[src/rtl/mmio_store_port.sv]
// mmio_store_port: MMIO store FIFO with valid/ready drain, status/result registers
// Optional MMIO_STORE_PORT_IRQ_EN adds irq output and CTRL bit3 irq enable.
module mmio_store_port #(
    parameter logic [31:0] BASE_ADDR = 32'h0000_0100,
    parameter int DEPTH = 8,
    parameter int AW = 3
) (
    input  logic        clk,
    input  logic        reset,
    input  logic [31:0] Adr,
    input  logic [31:0] WriteData,
    input  logic        MemWrite,
    output logic        Hit,
    output logic [31:0] ReadData,
    output logic        out_valid,
    output logic [31:0] out_data,
    input  logic        out_ready,
`ifdef MMIO_STORE_PORT_IRQ_EN
    output logic        irq,
`endif
    output logic        done,
    output logic [31:0] result
);
    logic [31:0] mem [DEPTH];
    logic [AW-1:0] wr_ptr, rd_ptr;
    logic [AW:0] count;
    logic overflow, full, empty, pop, push, drop, flush;
    logic we, wr_data, wr_ctrl, wr_res;
    logic [1:0] off;
    logic [31:0] status;
    logic unused_adr;

    assign unused_adr = ^Adr[1:0];
    assign Hit = Adr[31:4] == BASE_ADDR[31:4];
    assign off = Adr[3:2];
    assign we = MemWrite & Hit;
    assign wr_data = we & (off == 2'd0);
    assign wr_ctrl = we & (off == 2'd2);
    assign wr_res = we & (off == 2'd3);
    assign full = count == (AW+1)'(DEPTH);
    assign empty = count == '0;
    assign out_valid = !empty;
    assign pop = out_valid & out_ready;
    // a full FIFO still accepts a push when the head leaves in the same cycle
    assign push = wr_data & (!full | pop);
    assign drop = wr_data & full & !pop;
    assign flush = wr_ctrl & WriteData[1];
    assign out_data = empty ? '0 : mem[rd_ptr];
    assign status = {24'b0, 4'(count), overflow, full, empty, done};

    always_comb begin
        ReadData = !Hit ? '0 :
                   off == 2'd0 ? out_data :
                   off == 2'd1 ? status :
                   off == 2'd3 ? result : '0;
    end

    always_ff @(posedge clk) begin
        if (push)
            mem[wr_ptr] <= WriteData;
    end

    always_ff @(posedge clk) begin
        if (reset) begin
            wr_ptr   <= '0;
            rd_ptr   <= '0;
            count    <= '0;
            overflow <= 1'b0;
            done     <= 1'b0;
            result   <= '0;
        end else begin
            if (flush) begin
                wr_ptr <= '0;
                rd_ptr <= '0;
                count  <= '0;
            end else begin
                if (push)
                    wr_ptr <= wr_ptr + 1'b1;
                if (pop)
                    rd_ptr <= rd_ptr + 1'b1;
                count <= count + (AW+1)'(push) - (AW+1)'(pop);
            end
            overflow <= drop | (overflow & !(wr_ctrl & WriteData[0]));
            done     <= wr_res | (done & !(wr_ctrl & WriteData[2]));
            if (wr_res)
                result <= WriteData;
        end
    end

`ifdef MMIO_STORE_PORT_IRQ_EN
    logic irq_en;
    always_ff @(posedge clk) begin
        if (reset) begin
            irq_en <= 1'b0;
            irq    <= 1'b0;
        end else begin
            if (wr_ctrl)
                irq_en <= WriteData[3];
            irq <= irq_en & (overflow | done);
        end
    end
`endif
endmodule

[config.mk]
export PLATFORM = sky130hd
export DESIGN_NAME = mmio_store_port
export DESIGN_NICKNAME = d
export VERILOG_FILES = /design/src/rtl/mmio_store_port.sv
export SDC_FILE = /design/constraint.sdc
export NUM_CORES = 1
export LEC_CHECK = 0
export BUFFER_PORTS_ARGS = -buffer_cell sky130_fd_sc_hd__buf_4
export CAP_MARGIN = 0
export CORE_ASPECT_RATIO = 0.7
export CORE_MARGIN = 5
export CORE_UTILIZATION = 45
export CTS_BUF_LIST = sky130_fd_sc_hd__clkbuf_16
export DETAILED_ROUTE_END_ITERATION = 6
export PLACE_DENSITY_LB_ADDON = 0.1
export SKIP_CTS_REPAIR_TIMING = 1
export SLEW_MARGIN = 40
export SYNTH_ARGS = -nofsm -noshare
export SYNTH_HDL_FRONTEND = slang
export SYNTH_SLANG_ARGS = --single-unit
export TNS_END_PERCENT = 30
[constraint.sdc]
create_clock -name clk -period 5.7 [get_ports clk]
set_clock_uncertainty 0.2 [all_clocks]
set_input_delay 0.57 -clock clk [delete_from_list [all_inputs] [get_ports clk]]
set_output_delay 0.57 -clock clk [all_outputs]
set_load 0.05 [all_outputs]
# Word-level counts from Yosys, hierarchy flattened

Memory sizes are Yosys's and may differ from the RTL's. A register that Yosys moved wholly into a read port is not among the register bits.
Cells that the tools add are included.

$add $sub $neg: 4
Equality and inequality tests: 5
Multiplexer cells: 9
Bitwise logic cells: 16
Reduce and logical (&&, ||, !) cells: 8

Operator list:

| operator              | number |
|---|---|
| $mux W32              | 5 |
| $eq A28 B5 Y1 const B | 1 |
| $and A1 B1 Y1         | 13 |
| $add A3 B1 Y3 const B | 2 |
| $mux W3               | 2 |
| $logic_not A1 Y1      | 5 |
| $add A4 B1 Y4         | 1 |
| $eq A2 B2 Y1 const B  | 2 |
| $eq A4 B4 Y1 const B  | 1 |
| $logic_not A4 Y1      | 1 |
| $sub A4 B1 Y4         | 1 |
| $or A1 B1 Y1          | 3 |
| $eq A2 B1 Y1 const B  | 1 |
| $logic_not A2 Y1      | 1 |
| $mux W1               | 2 |
| $reduce_or A2 Y1      | 1 |

Bits in registers: 44
Bits in writable memories: 256
Input port bits: 68
Output and inout bits: 99
Logic and storage cells: 49
Memories: 1

Memories:

| name | words | bits a word | rd ports | clocked after Yosys merged registers in | write ports | line | source |
|---|---|---|---|---|---|---|---|
| mem  | 8     | 32          | 1        | 1                                       | 1           | 24   | `logic [31:0] mem [DEPTH];` |

# Depth between registers and ports, before layout

Word-level depth: 7
Depth in mapped cells: 13
Depth with buffers taken out: 12

# Worst setup path before layout

OpenSTA, ideal clock, no wires.

Path kind: in2reg
Start: input port Adr[20]
End: memory mem[4][0] (enable)
Setup time: 461 ps
Arrival: 3,676 ps
Required time: 5,039 ps
Slack: 1,362 ps
Stages on the path: 4
Buffers on the path: 0
Cell sequence: nor4_2 -> and3_2 -> o2111ai_2 -> nor3_1

Longest elaborated chain between the ends: 6

Ends and longest elaborated chain:

| item                          | line | source |
|---|---|---|
| start, declared               | 10   | `input logic [31:0] Adr,` |
| $eq A28 B5 Y1                 | 34   | `assign Hit = Adr[31:4] == BASE_ADDR[31:4];` |
| $and A1 B1 Y1                 | 36   | `assign we = MemWrite & Hit;` |
| $and A1 B1 Y1                 | 37   | `assign wr_data = we & (off == 2'd0);` |
| $and A1 B1 Y1                 | 45   | `assign push = wr_data & (!full \| pop);` |
| $mux W1                       | 59   | `if (push)` |
| $mux W1 (not written as such) | 60   | `mem[wr_ptr] <= WriteData;` |
| end, declared                 | 24   |  |

Every way passes these cells.

==> metrics.txt <==
outcome=completed; fillers=2229; post-route ant nets=0; Setup crit end=ReadData[14]; crit-path max FO=68; endpoints failing setup=0; highest metal used=met4; Non-Filler Instances=1429; Clock Power Share=0.329; Pre-antenna DRT Iters=7; first-pass GRT wire length=53.26 mm; Tot GR Track Use=0.2198; sequential fraction of the synthesis area=0.6757; Leakage=roughly 0.0052 uW; Total Neg Setup Slack=0 ns; number of remaining DRC errors=0; yosys warns=0; startpoint types=register; Final Hold Viols=0; Sw Pwr=between 2000 and 2500 uW; htree depth=1; ant diodes=0; VDD IR max=0.0002903 V; r2r setup slk=between 2 and 2.5 ns; GP Congestion=0.7474; Worst setup EP type=output pin; Gate power share=0.297; Netlist cell types=between 40 and 50; RSZ-0062 raised after global routing=false; number of buffers created by CTS=30; Sw Ratio=0.3354; TritonCTS Sinks=303; Final WS setup=1.882 ns; f_max=0.2619 GHz; FFs w/ async S/R, synth=0; Final min period=roughly 3.8 ns; met1 WL=16.59 mm; r2r endpoint=count[2]; final worst path period share=0.6698; GRT overflow=0; Syn-to-layout area delta=22.13%; Hold Crit Class=in -> reg; Sequential Power Share=0.374; P_int=4426 uW; Die W=between 200 and 250 um; die height=150.9 um; Post-synth EDFFs=256; Slew HR=0.4344; Vias=about 8400; Iter 0 DRT Violations=~790; total power=approximately 6700 uW; Worst Tran Pin Value=0.8484 ns; CP required=between 4 and 5 ns; Seq cells post-synth=303; CTS tree=yes; vias in the first global route=8320; Mapped Area=12770 um^2; Power Dens Cells=427.0 nW/um^2; Top-Level Pins=167; Reg area=8632 um^2; Max Slew Vio Count=0; DP HPWL=approximately 21 mm; vias per cell=5.903; R2R cell count=12; Syn Inst Count=878; CTS Buffer Depth=3; Core ar.=between 20000 and 30000 um^2; max-cap viol count=0; NumNets Final=1111; Mean Syn Cell Area=between 10 and 15 um^2; Min Hold Slack=approximately 0.068 ns; Clock Latency Late Sink=~0.54 ns; critical path class=reg -> out; arrival time of the worst setup path=slightly above 3 ns; number of cell rows=51; main flop type after synthesis=edfxtp_1; Setup WS pre-CTS=approximately 1.8 ns; met2 wire length=16.58 mm; Initial Utilization=0.4579; I/O Buffers=164; layout cell share with drive strength beyond 1=0.2571; routed wire length=36.01 mm; clk root buf=clkbuf_16; met3 wire length=2.228 mm; area of the multi-input gates=around 3800 um^2; initial antenna violation count=1; placed cells=1373; Clk pin slew, worst setup/hold paths=0.06 ns; largest net degree at the start of global routing=69; worst reg2reg startpoint=count[2]; syn_nets=between 900 and 1000; DR WL/cell=25.20 um; die area=31900 um^2
cell usage in the layout, fill, tap and decap left out, types with 2 or more instances in the layout:
cell type  count
buf_12         3
nand4_1       39
nor2b_1        2
clkbuf_16     31
nor4_2         3
nand4b_1       2
o31ai_1       35
and3_2         2
buf_16         2
edfxtp_1     256
mux2i_1      130
and2_1         3
a32oi_1       31
dfxtp_1       46
o21ai_0        7
nand2_1       12
buf_4        191
bufinv_16      8
nor4_1         4
clkinv_2       6
and3_1        31
nor2_1        44
a22oi_1       63
clkinv_1       5
nand3_1        4
a21oi_1       36
xnor2_1        3
nor3_4         2
mux2_2         3
inv_1         13
ha_1           8
nor3_2         6
critical path, cell delays in order, from the launching register on:
cell,delay [ns]
dfxtp_4,0.90
buf_12,0.48
mux2i_1,0.15
a22oi_1,0.34
a32oi_1,0.15
nor2_1,0.14
buf_4,0.22
flip-flops by register name (all words and copies together) (netlist names), named ones only:
signal / count
overflow: 1
rd_ptr: 3
mem: 256
done: 1
result: 32
wr_ptr: 3
count: 4
cell usage after synthesis (2+ instances only):
| library cell | instances | share of area |
|---|---|---|
| mux2i_1 | 130 | 0.10 |
| and2_1 | 3 | 0.0015 |
| nor4_2 | 3 | 0.0029 |
| o31ai_1 | 35 | 0.021 |
| xnor2_1 | 3 | 0.0021 |
| buf_2 | 25 | 0.0098 |
| nor3_1 | 9 | 0.0035 |
| a22oi_1 | 63 | 0.037 |
| and3_1 | 32 | 0.016 |
| nor2b_1 | 4 | 0.0020 |
| nand2_1 | 12 | 0.0035 |
| nor4_1 | 4 | 0.0020 |
| nor2_1 | 45 | 0.013 |
| ha_1 | 8 | 0.0078 |
| nand3_1 | 4 | 0.0016 |
| buf_6 | 6 | 0.0053 |
| a32oi_1 | 31 | 0.021 |
| nand4b_1 | 2 | 0.0014 |
| a21oi_1 | 36 | 0.014 |
| edfxtp_1 | 256 | 0.60 |
| buf_4 | 6 | 0.0035 |
| mux2_2 | 3 | 0.0026 |
| inv_1 | 10 | 0.0029 |
| o21ai_0 | 7 | 0.0027 |
| nand4_1 | 39 | 0.019 |
| clkbuf_1 | 33 | 0.0097 |
| dfxtp_1 | 47 | 0.074 |
metrics by stage:
stage	area [um^2]	utilization
finish	15590	0.5592
global route	15590	0.5592
CTS	15590	0.5589
detailed placement	14480	0.5191
global placement	14400	0.5165
floorplan	12770	-
routing by layer:
layer,track usage,up-vias
li1,-,3811
met1,0.3288,4289
met2,0.3467,288
met3,0.03520,48
met4,0.04023,0
met5,0,-
kinds of logic after synthesis:
group | share of synthesized area
AND/OR/NAND/NOR | 0.07457
XOR/XNOR | 0.002744
AO/OA/AOI/OAI | 0.1002
buffers and inverters | 0.03273
flip-flops | 0.6757
multiplexers | 0.1046
adder cells (fa/ha/maj) | 0.009408
worst min path at each step:
stage	cells past startpoint	startpoint	endpoint
final	1	WriteData[21]	mem[3][21]
after global routing	1	WriteData[6]	mem[3][6]
after CTS	1	WriteData[21]	mem[3][21]
after detailed placement	2	result[21]	result[21]
after global placement	2	result[4]	result[4]
after floorplan	2	overflow	overflow
power by group through the flow:
stage | Combinational, uW | Sequential, uW | Clock [uW]
after global routing | 2080 | 2490 | 2310
after floorplan | 1380 | 2480 | 0
after detailed placement | 1980 | 2540 | 0
after global placement | 1960 | 2540 | 0
final | 1980 | 2490 | 2190
after CTS | 1980 | 2490 | 2220
area by class of cell:
cell class | count | area share
clock buffer | 31 | 0.04975
clock inverter | 25 | 0.02142
inverter | 10 | 0.002407
multi-input combinational | 493 | 0.2438
sequential | 303 | 0.5536
tap | 371 | 0.02977
timing repair buffer | 196 | 0.09933
Note: power is estimated with default switching activity, not from simulation.
